### config.mk
export PLATFORM = sky130hd
export DESIGN_NAME = idex_skid_stage
export DESIGN_NICKNAME = d
export VERILOG_FILES = /design/src/rtl/idex_pkg.sv /design/src/rtl/pipe_skid_reg.sv /design/src/rtl/idex_skid_stage.sv
export SDC_FILE = /design/constraint.sdc
export NUM_CORES = 1
export LEC_CHECK = 0
export CAP_MARGIN = 10
export CORE_ASPECT_RATIO = 1.2
export CORE_MARGIN = 2
export CORE_UTILIZATION = 50
export CTS_CLUSTER_DIAMETER = 120
export DETAILED_ROUTE_END_ITERATION = 6
export PLACE_DENSITY = 0.86
export SYNTH_ARGS = -nofsm -noshare
export SYNTH_HDL_FRONTEND = slang
export SYNTH_SLANG_ARGS = --single-unit
### constraint.sdc
create_clock -name clk -period 2.4 [get_ports clk]
set_clock_uncertainty 0.05 [all_clocks]
set_input_delay 0.24 -clock clk [delete_from_list [all_inputs] [get_ports clk]]
set_output_delay 0.24 -clock clk [all_outputs]
set_load 0.02 [all_outputs]
### src/rtl/idex_pkg.sv
// Shared types for the ID/EX pipeline stage: the decoded bundle layout,
// the skid-buffer state encoding and the flattened bundle width.
package idex_pkg;

    localparam int DATA_W    = 16;
    localparam int RADDR_W   = 3;
    localparam int ALUOP_W   = 2;
    localparam int SHIFT_W   = 2;
    localparam int CNT_W_DEF = 16;

    typedef struct packed {
        logic [DATA_W-1:0]  instr;
        logic [DATA_W-1:0]  rn;
        logic [DATA_W-1:0]  rm;
        logic [DATA_W-1:0]  imm5;
        logic [DATA_W-1:0]  imm8;
        logic [RADDR_W-1:0] rn_num;
        logic [RADDR_W-1:0] rm_num;
        logic [RADDR_W-1:0] rd_num;
        logic [ALUOP_W-1:0] aluop;
        logic [SHIFT_W-1:0] shift;
        logic               write;
    } idex_bundle_t;

    localparam int BUNDLE_W = $bits(idex_bundle_t);

    typedef enum logic [1:0] {
        ST_EMPTY = 2'd0,
        ST_FULL  = 2'd1,
        ST_SKID  = 2'd2
    } skid_state_e;

endpackage

### src/rtl/pipe_skid_reg.sv
// Two-entry skid buffer with synchronous flush and a registered ready.
//
// state    | meaning
// ---------+--------------------------------------------------
// ST_EMPTY | main entry invalid, nothing presented downstream
// ST_FULL  | main entry valid, skid entry free
// ST_SKID  | both entries valid, upstream is back-pressured
module pipe_skid_reg
    import idex_pkg::*;
#(
    parameter int WIDTH = 8
) (
    input  logic             clk_i,
    input  logic             rst_ni,
    input  logic             in_valid_i,
    output logic             in_ready_o,
    input  logic [WIDTH-1:0] in_data_i,
    input  logic             flush_i,
    output logic             out_valid_o,
    input  logic             out_ready_i,
    output logic [WIDTH-1:0] out_data_o
);

    skid_state_e      state_q, state_d;
    logic [WIDTH-1:0] main_q, main_d;
    logic [WIDTH-1:0] skid_q, skid_d;
    logic             main_vld_q, main_vld_d;
    logic             skid_vld_q, skid_vld_d;
    logic             in_ready_q, in_ready_d;
    logic             accept;
    logic             pop;

    // ready comes from a flop so upstream never sees a path from out_ready_i
    assign accept      = in_valid_i & in_ready_q;
    assign pop         = main_vld_q & out_ready_i;
    assign in_ready_o  = in_ready_q;
    assign out_valid_o = main_vld_q;
    assign out_data_o  = main_q;

    // next-state and datapath steering; flush overrides every other event
    always_comb begin
        state_d = state_q;
        main_d  = main_q;
        skid_d  = skid_q;
        if (flush_i) begin
            state_d = ST_EMPTY;
        end else begin
            unique case (state_q)
                ST_EMPTY: begin
                    if (accept) begin
                        main_d  = in_data_i;
                        state_d = ST_FULL;
                    end
                end
                ST_FULL: begin
                    if (accept && pop) begin
                        main_d = in_data_i;
                    end else if (accept) begin
                        skid_d  = in_data_i;
                        state_d = ST_SKID;
                    end else if (pop) begin
                        state_d = ST_EMPTY;
                    end
                end
                ST_SKID: begin
                    if (pop) begin
                        main_d  = skid_q;
                        state_d = ST_FULL;
                    end
                end
                default: state_d = ST_EMPTY;
            endcase
        end
        main_vld_d = (state_d != ST_EMPTY);
        skid_vld_d = (state_d == ST_SKID);
        in_ready_d = (state_d != ST_SKID);
    end

    // state, valid bits and payload registers; reset drops all in-flight data
    always_ff @(posedge clk_i or negedge rst_ni) begin
        if (!rst_ni) begin
            state_q    <= ST_EMPTY;
            main_q     <= '0;
            skid_q     <= '0;
            main_vld_q <= 1'b0;
            skid_vld_q <= 1'b0;
            in_ready_q <= 1'b0;
        end else begin
            state_q    <= state_d;
            main_q     <= main_d;
            skid_q     <= skid_d;
            main_vld_q <= main_vld_d;
            skid_vld_q <= skid_vld_d;
            in_ready_q <= in_ready_d;
        end
    end

    // a held skid entry without a main entry would reorder bundles
    a_skid_implies_main: assert property (
        @(posedge clk_i) disable iff (!rst_ni) !(skid_vld_q && !main_vld_q)
    );

endmodule

### src/rtl/idex_skid_stage.sv
// ID/EX stage: skid-buffered decode-to-execute handoff, register-write
// masking on bubbles, and saturating stall/bubble counters.
module idex_skid_stage
    import idex_pkg::*;
#(
    parameter int CNT_W = CNT_W_DEF
) (
    input  logic             clk,
    input  logic             reset,
    input  logic             in_valid,
    output logic             in_ready,
    input  idex_bundle_t     in_bundle,
    input  logic             flush,
    output logic             out_valid,
    input  logic             out_ready,
    output idex_bundle_t     out_bundle,
    output logic [CNT_W-1:0] stall_cnt,
    output logic [CNT_W-1:0] bubble_cnt
);

    localparam logic [CNT_W-1:0] CNT_MAX = '1;

    logic [BUNDLE_W-1:0] main_data;
    logic                main_vld;
    idex_bundle_t        main_bundle;
    logic [CNT_W-1:0]    stall_cnt_q, stall_cnt_d;
    logic [CNT_W-1:0]    bubble_cnt_q, bubble_cnt_d;

    pipe_skid_reg #(
        .WIDTH (BUNDLE_W)
    ) u_skid (
        .clk_i       (clk),
        .rst_ni      (reset),
        .in_valid_i  (in_valid),
        .in_ready_o  (in_ready),
        .in_data_i   (in_bundle),
        .flush_i     (flush),
        .out_valid_o (main_vld),
        .out_ready_i (out_ready),
        .out_data_o  (main_data)
    );

    assign main_bundle = idex_bundle_t'(main_data);
    assign out_valid   = main_vld;
    assign stall_cnt   = stall_cnt_q;
    assign bubble_cnt  = bubble_cnt_q;

    // a bubble must never write the register file; other fields just hold
    always_comb begin
        out_bundle       = main_bundle;
        out_bundle.write = main_bundle.write & main_vld;
    end

    // saturating counters; stall and bubble conditions are mutually exclusive
    always_comb begin
        stall_cnt_d  = stall_cnt_q;
        bubble_cnt_d = bubble_cnt_q;
        if (main_vld && !out_ready && (stall_cnt_q != CNT_MAX)) begin
            stall_cnt_d = stall_cnt_q + CNT_W'(1);
        end
        if (!main_vld && out_ready && (bubble_cnt_q != CNT_MAX)) begin
            bubble_cnt_d = bubble_cnt_q + CNT_W'(1);
        end
    end

    // counter registers survive flush, cleared only by reset
    always_ff @(posedge clk or negedge reset) begin
        if (!reset) begin
            stall_cnt_q  <= '0;
            bubble_cnt_q <= '0;
        end else begin
            stall_cnt_q  <= stall_cnt_d;
            bubble_cnt_q <= bubble_cnt_d;
        end
    end

endmodule

# ---- Yosys cells after proc, flatten, opt, wreduce, memory -nomap -nowiden
# Index checks and enable logic that the tools add are counted.
dict set report totals {
  ff_bits 224
  in_bits 99
  out_inout_bits 128
}
dict set report classes {
  n_addsub 2
  n_eq_ne 8
  mux 11
  n_bitwise 5
  reduce_logical 12
}
# operator n
set op_table {}
lappend op_table {{94-bit 2-to-1 mux} 3}
lappend op_table {{94-bit case mux with 3 select lines} 1}
lappend op_table {{16-bit by 1-bit adder with 16-bit output (second input constant)} 2}
lappend op_table {{16-bit inequality test (second input constant)} 2}
lappend op_table {{2-bit 2-to-1 mux} 6}
lappend op_table {{2-bit by 1-bit inequality test with 1-bit output (second input constant)} 3}
lappend op_table {{2-bit case mux with 3 select lines} 1}
lappend op_table {{1-bit logical AND} 5}
lappend op_table {{5-bit AND reduction} 1}
lappend op_table {{4-bit AND reduction} 1}
lappend op_table {{1-bit AND} 3}
lappend op_table {{3-bit nonzero test} 1}
lappend op_table {{2-bit by 1-bit equality test with 1-bit output (second input constant)} 1}
lappend op_table {{2-bit equality test (second input constant)} 1}
lappend op_table {{1-bit zero test} 2}
lappend op_table {{2-bit zero test} 1}
lappend op_table {{2-bit inequality test (second input constant)} 1}
lappend op_table {{1-bit NOT} 2}
lappend op_table {{2-bit nonzero test} 1}

# ---- Depth between registers and ports, before layout
# Gate-level depths: netlist (run 1).
dict set report logic_depth {
  depth_word 7
  mapped_depth 7
  ltp_nobuf 5
}

# ---- By module
# A second synthesis (run 1) with hierarchy kept.
dict set report unflattened {
  hier_cells 674
  hier_area_um2 10100.9
}
# mod n_inst cells_per_inst area_per_inst_um2 seq_area_each_um2
set modules_own_cells {}
lappend modules_own_cells {pipe_skid_reg 1 525 8495.6 4804.6}
lappend modules_own_cells {idex_skid_stage 1 149 1605.3 800.8}

# ---- Worst setup path before layout (run 1)
# Ideal clock, no wire load.
dict set report synth_timing {
  path_kind {reg-to-reg}
  from {register u_skid.main_vld_q (netlist: u_skid.out_valid_o)}
  to {register stall_cnt_q[11] (netlist: stall_cnt[11])}
  setup_ps 125
  arrival_time_ps 1584
  path_slack_ps 642
  stages_incl_launch_ff 6
  period_less_slack_ps 1758
  cell_sequence {dfrtp_1 buf_4 and2b_2 nand4_1 nor3_1 mux2_2}
}
dict set report synth_between {
  elab_chain_cells 2
}
# element line
set synth_lines {}
lappend synth_lines {{start, declared} pipe_skid_reg.sv:27} ;# logic main_vld_q, main_vld_d;
lappend synth_lines {{start signal, assigned} pipe_skid_reg.sv:92} ;# main_vld_q <= main_vld_d;
lappend synth_lines {{1-bit logical AND (2 in a row)} idex_skid_stage.sv:58} ;# if (main_vld && !out_ready && (stall_cnt_q != CNT_MAX)) begin
lappend synth_lines {{end signal, assigned} idex_skid_stage.sv:72} ;# stall_cnt_q <= stall_cnt_d;
lappend synth_lines {{end, declared} idex_skid_stage.sv:26} ;# logic [CNT_W-1:0] stall_cnt_q, stall_cnt_d;
# No other way between the ends.
# A chain may end at the register's enable or synchronous reset.

==> flow_summary.toml, run 1 <==
[run_status]
status = "finished clean"

[layout]
final-seq-area_mm2 = 0.005605
fin_cells = 1294
fin_util_pct = 62.86
drive_gt1_share_pct = 16.23
multi_input_area_mm2 = 0.003944
fin_nets = 1112
layout_common_cells = "dfrtp_1, clkdlybuf4s50_1, o21ai_0, mux2i_1, mux2_2"
fill_cells = 1592
syn2layout_area_growth_pct = 24.09

[yosys]
synth_area_leaders = "dfrtp_1, mux2_2, mux2i_1"
postSynthAreaPerCell_um2 = 11.93
yosysTopAreaCellShare_pct = 53.13
synth_ff_type = "dfrtp_1"
seq_area_frac_synth_pct = 53.13
ys_seq_elements = 224
async_flop_share_pct = 100.0
synth_cell_types = 52
syn_area_mm2 = 0.01055
ys_warn_count = 0
synthesis.nets = 985
syn_inst = 884
synth.largest_area_cell = "dfrtp_1"
synth_edf_count = 0

[power]
ir_drop_mv = 0.5832
internal_power_w = 0.009297
p_leak_nw = 6.089
power.density_mw_per_mm2 = 1035
p_seq_share_pct = 44.2
power_switching_w = 0.004251
netSwitchingFraction_pct = 31.38
p_comb_share_pct = 31.1
p_clk_share_pct = 24.7
power_w = 0.01355

[worst_setup_path]
crit_required_ns = 2.11
timing.critical_path.slowest_stage_cell = "clkdlybuf4s50_1"
cp-start-kind = "flip-flop"
cp.arrival_ns = 1.85
crit_chain = "and2_1, clkdlybuf4s50_1"
max_stage_delay_ns = 0.63
cp_max_fo = 11
worstSetupPathType = "flip-flop to primary output"
critPathTopFamily = "buffers and inverters"
cp_num_buf_inv = 1
endpoint_kind = "primary output"

[timing]
holdWs_ns = 0.05977
timing.fmax_mhz = 468.3
post-route-period-util_pct = 88.98
drv_slew = 0
worst_pin_slew_ns = 0.6806
hold_viol = 0
fin_crit_ns = 2.135
finalSetupViolCount = 0
finalSetupTns_ns = 0
grt_setup_unrepaired = "no"
slew_headroom_pct = 54.63

[clock_network]
cts_resized = 0
cts_max_level = 1
insertion_delay_ns = 0.50
cts_buffers = 23
clock_path_buffers = 3
root_buffer = "clkbuf_16"
clk_pin_slew_ns = 0.06
cts_tree = "done"
numClockSinks = 224
post-cts-setup-buffers = 0

[routing]
wl_per_cell_um = 18.09
drc_errors = 0
ant_nets = 0
routed_wl_mm = 23.41
avgViaCountPerCell = 5.554
drt-initial-drc-count = 367
first_pass_iters = 5
vias = 7187

[floorplanning]
coreArea_mm2 = 0.02083
fp-row-count = 58
ioPinCount = 227
die_area_mm2 = 0.02228
initial_core_util_pct = 50.65
fp.dieW_um = 136.6
die_y_um = 163.1

[min_path]
min_path_type = "primary input to flip-flop"

[place]
io_buffers = 226
gp_congestion = 0.7944
dp_hpwl_mm = 15.09
dpl.cell_count = 1255

[grt]
antenna_found_initial = 1
grt_use_total_pct = 20.93
grt_pass1_vias = 7305
grt_pass1_wl_mm = 37.72
grt_max_degree = 74
overflow = 0

[run]
drv_cap = 0
==> Yosys cell counts, drive strengths merged, types with 2 or more instances <==
cell and instances:
buf 124, a31oi 8, nand4 12, a21oi 7, ha 2, nor4b 2
nor2 9, xor2 16, mux2 99, o21ai 196, and4 2, and3 2
nand3 7, clkbuf 22, or2 2, a21bo 2, mux2i 94, nand2 15
nand2b 3, dfrtp 224, nand4b 2, and2b 2, xnor2 3, nor3 10
nor4 7
==> timing repair <==
action	4_1_cts	5_1_grt
endpoints found under the setup margin	0	0
hold buffers	1	0
hold endpoints to repair	67	0
==> routing by layer <==
layer / GRT usage (%) / wire length (um) / up-vias / share of wire [%]
met1: 27.85 / 9903 / 3590 / 42
met5: 0 / 0 / - / 0
met3: 3.755 / 1320 / 45 / 5.6
li1: - / - / 3321 / -
met4: 6.629 / 648 / 0 / 2.8
met2: 34.75 / 11540 / 231 / 49
==> metrics by stage <==
| stage | setup slack (ns) | cell area [um2] |
|---|---|---|
| 2_1_floorplan | 0.6415 | 10550 |
| 3_3_place_gp | 0.2240 | 12380 |
| 3_5_place_dp | 0.1602 | 12380 |
| 4_1_cts | 0.2313 | 13090 |
| 5_1_grt | 0.1760 | 13090 |
| 6_report | 0.2646 | 13090 |
==> power groups by stage <==
| stage | sequential (W) | clock, W | combinational, W |
|---|---|---|---|
| final | 0.00599 | 0.00335 | 0.00421 |
| after CTS | 0.00598 | 0.00342 | 0.00425 |
| after global placement | 0.00596 | 0 | 0.00411 |
| after detailed placement | 0.00602 | 0 | 0.00424 |
| after floorplan | 0.00589 | 0 | 0.00304 |
| after global routing | 0.00615 | 0.00357 | 0.00456 |
==> worst min-delay path: stages <==
cell,delay (ns)
buf_2,0.13
a21oi_2,0.07
a21boi_0,0.13
==> kinds of logic (layout without fill, tap and decap cells) <==
group / Yosys count / after routing / share of synthesized area, %
XOR/XNOR: 19 / 19 / 1.577
buffers and inverters: 146 / 285 / 9.749
other: 0 / 1 / 0
adder cells (fa/ha/maj): 2 / 2 / 0.2372
multiplexers: 193 / 193 / 19.52
AND/OR/NAND/NOR: 81 / 81 / 4.981
AO/OA/AOI/OAI: 219 / 219 / 10.80
flip-flops: 224 / 224 / 53.13
==> cell type report <==
cell class | instances | share of cell area (%)
sequential | 224 | 42.82
multi-input combinational | 514 | 30.13
timing repair buffer | 248 | 19.13
clock buffer | 33 | 5.142
tap | 270 | 2.581
clock inverter | 4 | 0.1816
antenna | 1 | 0.01911
==> path summary, 6_finish.rpt <==
| check | from | to | slack [ns] | depth (start not counted) |
|---|---|---|---|---|
| max in group asynchronous | reset | u_skid.skid_q[49] | 1.23 | 3 |
| setup / recovery | u_skid.out_valid_o | out_bundle[0] | 0.26 | 2 |
| hold / removal | flush | u_skid.state_q[1] | 0.06 | 3 |
| hold reg to reg | u_skid.skid_q[22] | u_skid.skid_q[22] | 0.44 | 1 |
| min in group asynchronous | reset | u_skid.out_data_o[30] | 0.26 | 2 |
| setup reg to reg | u_skid.out_valid_o | u_skid.out_data_o[2] | 0.54 | 5 |
==> flip-flops by register name, summed over array words and instances (netlist names) <==
name / flops
stall_cnt: 16
u_skid.out_valid_o: 1
u_skid.in_ready_o: 1
u_skid.out_data_o: 94
u_skid.state_q: 2
bubble_cnt: 16
u_skid.skid_q: 94
Note: power is estimated with default switching activity, not from simulation.
==> run 2: changes to the inputs <==
- CTS_CLUSTER_SIZE: default -> 10
- DONT_BUFFER_PORTS: default -> 1
- PLACE_DENSITY: 0.86 -> 0.72
==> run 2 against run 1 <==
  * The flow now finishes with violations (hold timing)
  * First-iteration DRC count fell by 5.7%
  * Largest cell class unchanged
  * Critical endpoint is now u_skid.out_data_o[87]
  * Total power fell by 9.3%
  * Routed wire length fell by 2.4%
  * Sequential power rose by 15%
  * Register-to-register slack got worse by 0.35 ns
  * Worst hold slack got worse by 0.68 ns
  * Largest power group unchanged
  * Combinational power fell by 51%
  * Worst setup slack got worse by 0.078 ns
  * Via count fell by 7.6%
  * Non-clock buffer count fell by 139
==> flow_summary.toml, run 2 (synthesis gave the netlist of run 1 again) <==
[power]
power_switching_w = 0.004001
p_clk_share_pct = 27.4
p_seq_share_pct = 55.8
power.density_mw_per_mm2 = 1050
netSwitchingFraction_pct = 32.56
ir_drop_mv = 0.6471
p_comb_share_pct = 16.8
internal_power_w = 0.008288
p_leak_nw = 5.579

[timing]
finalSetupTns_ns = 0
hold_viol = 224
setup_slack_ns = 0.1871
slew_headroom_pct = 25.54
fin_crit_ns = 2.213
drv_slew = 0
holdWs_ns = -0.6230
post-route-period-util_pct = 92.21
worst_pin_slew_ns = 1.117
timing.fmax_mhz = 451.9
finalSetupViolCount = 0
grt_setup_unrepaired = "no"

[layout]
layout_common_cells = "dfrtp_1, o21ai_0, dlygate4sd3_1, mux2i_1, mux2_2"
fill_cells = 1682
fin_nets = 977
final-seq-area_mm2 = 0.005605
drive_gt1_share_pct = 17.35
syn2layout_area_growth_pct = 10.98
final_common_cell = "dfrtp_1"
multi_input_area_mm2 = 0.003950

[floorplanning]
initial_core_util_pct = 50.65
die_y_um = 163.1
ioPinCount = 227
coreArea_mm2 = 0.02083
fp.dieW_um = 136.6
fp-row-count = 58
die_area_mm2 = 0.02228

[clock_network]
hold_buffers = 97
clock_path_buffers = 3
numClockSinks = 224
clk_pin_slew_ns = 0.05
cts_buffers = 26
cts_tree = "done"
insertion_delay_ns = 0.52
post-cts-setup-buffers = 0
cts_max_level = 1
root_buffer = "clkbuf_16"

[grt]
grt_use_total_pct = 19.70
grt_pass1_vias = 6724
antenna_found_initial = 1
grt_pass1_wl_mm = 35.51
grt_max_degree = 225
overflow = 0

[min_path]
min_path_type = "primary input to async pin"

[routing]
avgViaCountPerCell = 5.791
ant_nets = 0
first_pass_iters = 4
wl_per_cell_um = 19.92
top_layer_used = "met4"
routed_wl_mm = 22.85
wl_met2_mm = 11.41
drc_errors = 0
wl_met3_mm = 1.619
vias = 6642
wl_met1_mm = 9.246
drt-initial-drc-count = 346

[worst_setup_path]
crit_required_ns = 2.70
cp_max_fo = 47
cp-start-kind = "flip-flop"
endpoint_kind = "flip-flop"
cp.arrival_ns = 2.51
worstSetupPathType = "flip-flop to flip-flop"

[run_status]
status = "complete, but fails checks"
failed_checks = "hold timing"

[place]
gp_congestion = 0.7931
dp_hpwl_mm = 13.33
io_buffers = 0
dp_slack_ns = 0.1262

[run]
drv_cap = 0
==> run 2: layer usage <==
| metal | up-vias | track usage [%] |
|---|---|---|
| li1 | 3042 | - |
| met1 | 3385 | 23.47 |
| met2 | 177 | 34.00 |
| met3 | 38 | 5.618 |
| met4 | 0 | 6.676 |
| met5 | - | 0 |
==> run 2: per-stage QoR <==
stage / area (um2) / power (W) / cells / hold slack, ns / util (%)
2_1_floorplan: 10550 / 0.008927 / 884 / -0.1056 / -
3_3_place_gp: 10030 / 0.008627 / 1020 / -0.1014 / 48.14
3_5_place_dp: 10030 / 0.008811 / 1020 / -0.1012 / 48.14
4_1_cts: 11700 / 0.01239 / 1145 / -0.6562 / 56.18
5_1_grt: 11710 / 0.01297 / 1147 / -0.6623 / 56.22
6_report: 11710 / 0.01229 / 1147 / -0.6230 / 56.22
==> run 2: critical path, cell delays in order (launching register included) <==
cell       delay, ns
dfrtp_1         0.50
nand4bb_1       0.21
o211a_4         0.21
or2_2           0.86
o21ai_1         0.20
==> run 2: power groups by stage <==
| stage | clock [W] | sequential, W | combinational (W) |
|---|---|---|---|
| after floorplan | 0 | 0.00589 | 0.00304 |
| after detailed placement | 0 | 0.00692 | 0.00189 |
| final | 0.00337 | 0.00686 | 0.00206 |
| after global placement | 0 | 0.00684 | 0.00178 |
| after global routing | 0.00362 | 0.00703 | 0.00232 |
| after CTS | 0.00346 | 0.00686 | 0.00207 |
==> run 2: path summary, 6_finish.rpt <==
check / start / end / slack, ns / cells past startpoint
setup / recovery: u_skid.state_q[1] / u_skid.out_data_o[87] / 0.19 / 4
hold / removal: reset / u_skid.skid_q[78] / -0.62 / 0
setup reg to reg: u_skid.state_q[1] / u_skid.out_data_o[87] / 0.19 / 4
hold reg to reg: u_skid.skid_q[24] / u_skid.skid_q[24] / 0.44 / 1
max in group asynchronous: reset / u_skid.skid_q[54] / 2.38 / 0
min in group clk: out_ready / bubble_cnt[12] / 0.03 / 4
==> run 2: what timing repair did <==
action | 4_1_cts | 5_1_grt
hold endpoints to repair | 416 | 224
endpoints found under the setup margin | 0 | 2
resized for setup | 0 | 0
==> run 2: area by class of cell <==
type | count | share of cell area [%]
flip-flops and latches | 224 | 47.87
repair buffers | 109 | 9.639
well taps | 270 | 2.885
clock inverters | 1 | 0.07480
multi-input cells | 515 | 33.74
diodes | 1 | 0.02137
clock buffers | 27 | 5.770
